==> config.mk <==
export PLATFORM = sky130hd
export DESIGN_NAME = code_entry_unit
export DESIGN_NICKNAME = d
export VERILOG_FILES = /design/src/rtl/code_entry_unit.sv
export SDC_FILE = /design/constraint.sdc
export NUM_CORES = 1
export LEC_CHECK = 0
export ABC_AREA = 1
export ABC_CLOCK_PERIOD_IN_PS = 1460
export CAP_MARGIN = 20
export CORE_MARGIN = 1.5
export CORE_UTILIZATION = 45
export CTS_CLUSTER_DIAMETER = 150
export CTS_CLUSTER_SIZE = 20
export DETAILED_ROUTE_END_ITERATION = 7
export GPL_TIMING_DRIVEN = 0
export PLACE_DENSITY = 0.88
export SYNTH_ARGS = -nofsm -noshare
export SYNTH_HDL_FRONTEND = slang
export SYNTH_SLANG_ARGS = --single-unit
==> constraint.sdc <==
create_clock -name clk -period 1.46 [get_ports clk]
set_input_delay 0.146 -clock clk [delete_from_list [all_inputs] [get_ports clk]]
set_output_delay 0.146 -clock clk [all_outputs]
set_load 0.01 [all_outputs]
==> src/rtl/code_entry_unit.sv <==
// Secret-code entry controller: collects DIGITS symbols from the owning player's
// switches, supports delete and optional duplicate rejection, then hands the code off.
module code_entry_unit #(
  parameter int DIGITS    = 4,
  parameter int DIGIT_W   = 3,
  parameter int ALLOW_DUP = 1,
  localparam int CW       = $clog2(DIGITS + 1)
) (
  input  logic                      clk,
  input  logic                      reset,
  input  logic                      code_maker,
  input  logic                      player_sel,
  input  logic                      enter_a,
  input  logic                      enter_b,
  input  logic                      del_a,
  input  logic                      del_b,
  input  logic [DIGIT_W-1:0]        sw,
  input  logic                      abort,
  input  logic                      code_ready,
  output logic                      active_p,
  output logic                      entering,
  output logic [CW-1:0]             count,
  output logic [DIGITS*DIGIT_W-1:0] code,
  output logic                      code_valid,
  output logic                      reject
);

  // state   | meaning
  // S_IDLE  | waiting for code_maker; last code stays visible
  // S_ENTRY | owner is keying digits
  // S_HOLD  | full code offered downstream, frozen until code_ready or abort
  typedef enum logic [1:0] {
    S_IDLE  = 2'd0,
    S_ENTRY = 2'd1,
    S_HOLD  = 2'd2
  } state_t;

  localparam int CODE_W = DIGITS * DIGIT_W;

  state_t              state, state_nxt;
  logic [CODE_W-1:0]   code_nxt;
  logic [CW-1:0]       count_nxt;
  logic                active_nxt;
  logic                reject_nxt;
  logic                own_enter;
  logic                own_del;
  logic                dup_hit;

  assign own_enter = active_p ? enter_b : enter_a;
  assign own_del   = active_p ? del_b   : del_a;

  always_ff @(posedge clk or negedge reset) begin
    if (!reset) begin
      state    <= S_IDLE;
      code     <= '0;
      count    <= '0;
      active_p <= 1'b0;
      reject   <= 1'b0;
    end else begin
      state    <= state_nxt;
      code     <= code_nxt;
      count    <= count_nxt;
      active_p <= active_nxt;
      reject   <= reject_nxt;
    end
  end

  // Only the occupied low slots take part in the duplicate search.
  always_comb begin
    dup_hit = 1'b0;
    for (int i = 0; i < DIGITS; i++) begin
      if ((CW'(i) < count) && (code[i*DIGIT_W +: DIGIT_W] == sw)) dup_hit = 1'b1;
    end
  end

  always_comb begin
    state_nxt  = state;
    code_nxt   = code;
    count_nxt  = count;
    active_nxt = active_p;
    reject_nxt = 1'b0;
    case (state)
      S_IDLE: begin
        if (code_maker) begin
          state_nxt  = S_ENTRY;
          active_nxt = player_sel;
          code_nxt   = '0;
          count_nxt  = '0;
        end
      end
      S_ENTRY: begin
        if (abort) begin
          state_nxt = S_IDLE;
          code_nxt  = '0;
          count_nxt = '0;
        end else if (own_del) begin
          if (count != '0) begin
            code_nxt  = code >> DIGIT_W;
            count_nxt = count - CW'(1);
          end
        end else if (own_enter) begin
          if ((ALLOW_DUP == 0) && dup_hit) begin
            reject_nxt = 1'b1;
          end else begin
            code_nxt  = {code[CODE_W-DIGIT_W-1:0], sw};
            count_nxt = count + CW'(1);
            if (count_nxt == CW'(DIGITS)) state_nxt = S_HOLD;
          end
        end
      end
      S_HOLD: begin
        // A completed handshake outranks abort so the accepted code survives.
        if (code_ready) begin
          state_nxt = S_IDLE;
        end else if (abort) begin
          state_nxt = S_IDLE;
          code_nxt  = '0;
          count_nxt = '0;
        end
      end
      default: begin
        state_nxt  = S_IDLE;
        code_nxt   = '0;
        count_nxt  = '0;
        active_nxt = 1'b0;
      end
    endcase
  end

  always_comb begin
    entering   = (state == S_ENTRY);
    code_valid = (state == S_HOLD);
  end

endmodule

# ---- Word-level counts from Yosys, hierarchy flattened
# Index checks and enable logic that the tools add are counted.
dict set report classes {
  add_sub_neg 2
  mul 0
  div_mod_pow 0
  magnitude_cmp 0
  n_eq_ne 12
  shift 0
  muxes 28
  bitwise_logic 1
  n_reduce_logical 6
}
# cell n
set op_table {}
lappend op_table {{$mux W12} 7}
lappend op_table {{$pmux W12 S3} 1}
lappend op_table {{$mux W3} 7}
lappend op_table {{$mux W2} 7}
lappend op_table {{$reduce_and A5 Y1} 2}
lappend op_table {{$pmux W3 S3} 1}
lappend op_table {{$ne A2 B2 Y1 const B} 3}
lappend op_table {{$ne A3 B2 Y1 const B} 2}
lappend op_table {{$ne A3 B3 Y1 const B} 2}
lappend op_table {{$pmux W2 S3} 1}
lappend op_table {{$ne A4 B2 Y1 const B} 1}
lappend op_table {{$ne A4 B3 Y1 const B} 1}
lappend op_table {{$add A3 B1 Y3 const B} 1}
lappend op_table {{$eq A3 B3 Y1 const B} 1}
lappend op_table {{$mux W1} 3}
lappend op_table {{$reduce_bool A3 Y1} 1}
lappend op_table {{$sub A3 B1 Y3 const B} 1}
lappend op_table {{$eq A2 B1 Y1 const B} 1}
lappend op_table {{$eq A2 B2 Y1 const B} 1}
lappend op_table {{$logic_not A2 Y1} 1}
lappend op_table {{$pmux W1 S2} 1}
lappend op_table {{$reduce_and A2 Y1} 1}
lappend op_table {{$reduce_or A2 Y1} 1}
lappend op_table {{$not A1 Y1} 1}
dict set report word_totals {
  register_bits 18
  latch_bits 0
  mem_bits_rw 0
  rom_bits 0
  in_bits 13
  output_inout_bits 19
  wordCells 53
  n_memories 0
}

# ---- Depth between registers and ports, before layout
dict set report logic_depth {
  depth_word 7
  mapped_depth 11
}

# ---- Worst setup path after synthesis
# No wires, ideal clock.
dict set report synth_path {
  kind {register to register}
  start {reg state[1]}
  end {reg code[0]}
  setup_time_ns 0.117
  arrival_time_ns 1.436
  required_ns 1.343
  slack_ns -0.093
  path_stages_with_launch 12
  synth_period_minus_slack_ns 1.553
  cell_sequence {dfrtp_1 > inv_1 > ha_1 > inv_1 > nor2_2 > buf_6 > nand3_1 > nor2_1 > nor2_1 > buf_4 > nand3_1 > nand2_1}
}
dict set report synth_via {
  elab_chain_len 3
  word_cells_on_any_way 10
}
# item line_no
set synth_lines {}
lappend synth_lines {{from (decl)} 40} ;# state_t state, state_nxt;
lappend synth_lines {{from (signal assigned)} 60} ;# state <= state_nxt;
lappend synth_lines {{$eq A2 B1 Y1 (*)} --}
lappend synth_lines {{net entering} 21} ;# output logic entering,
lappend synth_lines {{$ne A4 B3 Y1 (no source line) / $ne A4 B2 Y1 (equally long branches)} --}
lappend synth_lines {{$reduce_and A5 Y1 (no source line)} --}
lappend synth_lines {{to (signal assigned)} 61} ;# code <= code_nxt;
lappend synth_lines {{to (decl)} 23} ;# output logic [DIGITS*DIGIT_W-1:0] code,
# Mark *: on every way through the listed nets, which the timed path passes. The rest lies on a longest branch.
# A chain may end at the register's enable or synchronous reset.

# ---- Worst setup path after layout
dict set report layout_path {
  start {reg state[0]}
  end {reg code[9]}
}
dict set report layout_via {
  elab_chain_len 3
  word_cells_on_any_way 10
}
# item line_no
set layout_lines {}
lappend layout_lines {{$eq A2 B1 Y1 (tied with other cells)} 82} ;# case (state)
lappend layout_lines {{$ne A4 B3 Y1 (no source line) (tied with other cells)} --}
lappend layout_lines {{$reduce_and A5 Y1 (no source line)} --}
# Parallel ways exist; a longest one is shown, timed or not.

==> reports/metrics.yaml <==
status:
  outcome: "complete, but fails checks"
  failed_checks: "design-rule violations, negative setup slack"
clocking:
  clock_latency_ps: 330
  cts_made_buffers: 3
  cts_sinks: 18
  root_buffer: "clkbuf_4"
  cts_buffer_depth: 2
  h-tree-depth: 1
  clkTransAtPathRegs_ps: 110
  holdBufCountCts: 0
  cts_tree: "done"
setup_path:
  cp.arrival_ps: 1860
  critPathMaxStageDelay_ps: 410
  reg2reg_to: "code[9]$_DFFE_PN0P_"
  crit_path_end_kind: "register"
  worstSetupStartpointType: "register"
  critPathSlowestCell: "dfrtp_1"
  critPathMostFrequentCell: "buf_6"
  critPathMaxFanout: 5
  r2r_start: "state[0]$_DFFE_PN0P_"
  cp.buffers_inverters: 5
  r2r_slack_ps: -190
  critical_path.cell_chain: "buf_6 -> ha_4 -> inv_2 -> nor2_4 -> buf_6 -> buf_12 -> nand3b_4 -> nand3_4 -> buf_6 -> nand2_2 -> nand2_1"
  cp_top_family: "buffers and inverters"
  crit_type: "register to register"
  worstPathRequired_ps: 1670
  reg2regPathDepth: 11
sta:
  fmax_mhz: 606
  slew_headroom_pct: 44.6
  min_period_ps: 1650
  worst_slack_ps: -190
  slew_violations: 0
  post-route-period-util_pct: 113
  tightest_slew_ps: 829
  finalHoldViolations: 0
  skew_ps: 11.6
  rsz0062_at_grt: "true"
  setup_viol: 17
  fin_tns_setup_ps: -2340
detailed_routing:
  first_pass_iters: 7
  via_per_inst: 5.35
  drc: 1
  drt-total-wl_um: 4140
  drtAntennaViolNets: 0
  wl_per_cell_um: 14.3
  drt_first_iter_violations: 147
  vias: 1551
grt:
  antenna_found_initial: 0
  grt_remaining_overflow: 0
  grt_pass1_wl_um: 5740
  grt_max_degree: 19
  grt_pass1_vias: 1287
  gr-usage-all-layers_pct: 22.1
floorplanning:
  die_area_sq_um: 3350
  num_rows: 19
  ios: 32
  start_util_pct: 48.3
  die_y_um: 57.9
  die_w_um: 57.9
  fp.coreArea_sq_um: 2810
place:
  port-buffer-count: 30
  gp_congestion: 0.846
  dp_hpwl_um: 2220
  dp.cells: 264
final_layout:
  layout-drive-gt1-share_pct: 26.6
  area_delta_synth_final_pct: 50.1
  ff_latch_area_sq_um: 452
  fill_cells: 218
  n_antenna_cell: 0
  stdcell_count: 290
  nets: 281
  multiInputGateArea_sq_um: 827
flow_run:
  cap_violations: 0
synth:
  syn_area_per_cell_sq_um: 6.68
  ys_ff_latch: 18
  synth_seq_area_share_pct: 33.2
  syn_nets: 224
  synth_area_sq_um: 1360
  postSynthCellCount: 203
  synthDistinctLibCells: 20
  yosys_warnings: 0
power:
  worst_ir_drop_vdd_v: 0.000777
  p_leak_nw: 1.11
  total_power_mw: 3.31
  p_per_area_nw_per_um2: 1630
hold_path:
  hold_class: "input port to asynchronous set/reset pin"
-- worst max path at each step --
stage	start	to	slack, ps	cells past startpoint
2_1_floorplan	state[0]$_DFFE_PN0P_	count[1]$_DFFE_PN0P_	-20	8
3_3_place_gp	state[0]$_DFFE_PN0P_	code[3]$_DFFE_PN0P_	-160	8
3_5_place_dp	state[0]$_DFFE_PN0P_	code[9]$_DFFE_PN0P_	-160	8
4_1_cts	state[0]$_DFFE_PN0P_	count[2]$_DFFE_PN0P_	-90	11
5_1_grt	state[0]$_DFFE_PN0P_	code[9]$_DFFE_PN0P_	-230	11
6_report	state[0]$_DFFE_PN0P_	code[9]$_DFFE_PN0P_	-190	11
-- flip-flops by register name, indices dropped and copies added (netlist names) --
register / flops
state: 2
active_p: 1
count: 3
code: 12
-- placed cells by master (no fill, tap or decap), types with 6 or more instances in the layout --
cell type	netlist	layout
nand2_1	60	48
nand3_1	35	33
inv_1	30	27
clkdlybuf4s50_1	0	25
buf_4	2	21
nor2_1	23	19
dfrtp_1	18	17
nand2_2	3	15
ha_1	8	6
-- what timing repair did --
action / 4_1_cts / 5_1_grt
buffers inserted: 11 / 9
gates cloned: 1 / 1
gates resized for setup: 12 / 31
pin swaps: 2 / 7
hold endpoints to repair: 0 / 0
setup endpoints to repair: 17 / 26
-- cells by family (layout without fill, tap and decap cells) --
kind of cell,count (synthesis),after routing,share of synthesized area [%]
flops,18,18,33.2
buf+inv,41,97,13.4
simple gates,130,130,43.7
fa+ha+maj,8,8,7.39
compound gates,5,5,2.03
other cells,1,1,0.277
-- cells in the mapped netlist --
master    instances  area share, %
o21ai_0           4            1.5
inv_1            30            8.3
nand3_4           1            1.3
nand2_4           1           0.83
nand3b_4          1            1.5
a21boi_0          1           0.55
inv_2             1           0.28
ha_1              8            7.4
nand4_1           4            1.8
conb_1            1           0.28
nand2_1          60             17
nand2_2           3            1.4
nor2_1           23            6.4
dfrtp_1          18             33
nor2_2            2           0.92
buf_4             2            1.1
clkbuf_1          2           0.55
buf_6             2            1.7
nand3_1          35             13
buf_2             4            1.5
-- metrics by stage --
step                worst slack (ps)  hold WS (ps)  util (%)  instance area, sq um
floorplan                      -16.8          -150         -                  1380
global placement                -163           487      61.1                  1710
detailed placement              -164           490      61.1                  1710
CTS                            -86.4           333      66.6                  1870
global route                    -230           343      72.5                  2030
finish                          -190           279      72.5                  2030
-- report_power, final --
group	switching (mW)	total [mW]	internal, mW
logic	1.20	2.24	1.04
registers	0.118	0.743	0.625
clock network	0.181	0.334	0.153
-- cell type report --
type,count,share of cell area [%]
Buffer,10,3.57
Clock buffer,4,1.78
Inverter,31,5.72
Multi-Input combinational cell,144,40.7
Sequential cell,18,22.2
Tap cell,31,1.91
Timing Repair Buffer,52,24.2
-- routing by layer --
metal | share of wire (%) | vias to the layer above | track usage [%] | wire (um)
met2 | 48 | 87 | 36.4 | 1970
li1 | - | 742 | - | -
met1 | 41 | 710 | 29.6 | 1710
met5 | 0 | - | 0 | 0
met3 | 9.3 | 12 | 4.91 | 383
met4 | 1.9 | 0 | 5.65 | 77
Note: power is estimated with default switching activity, not from simulation.
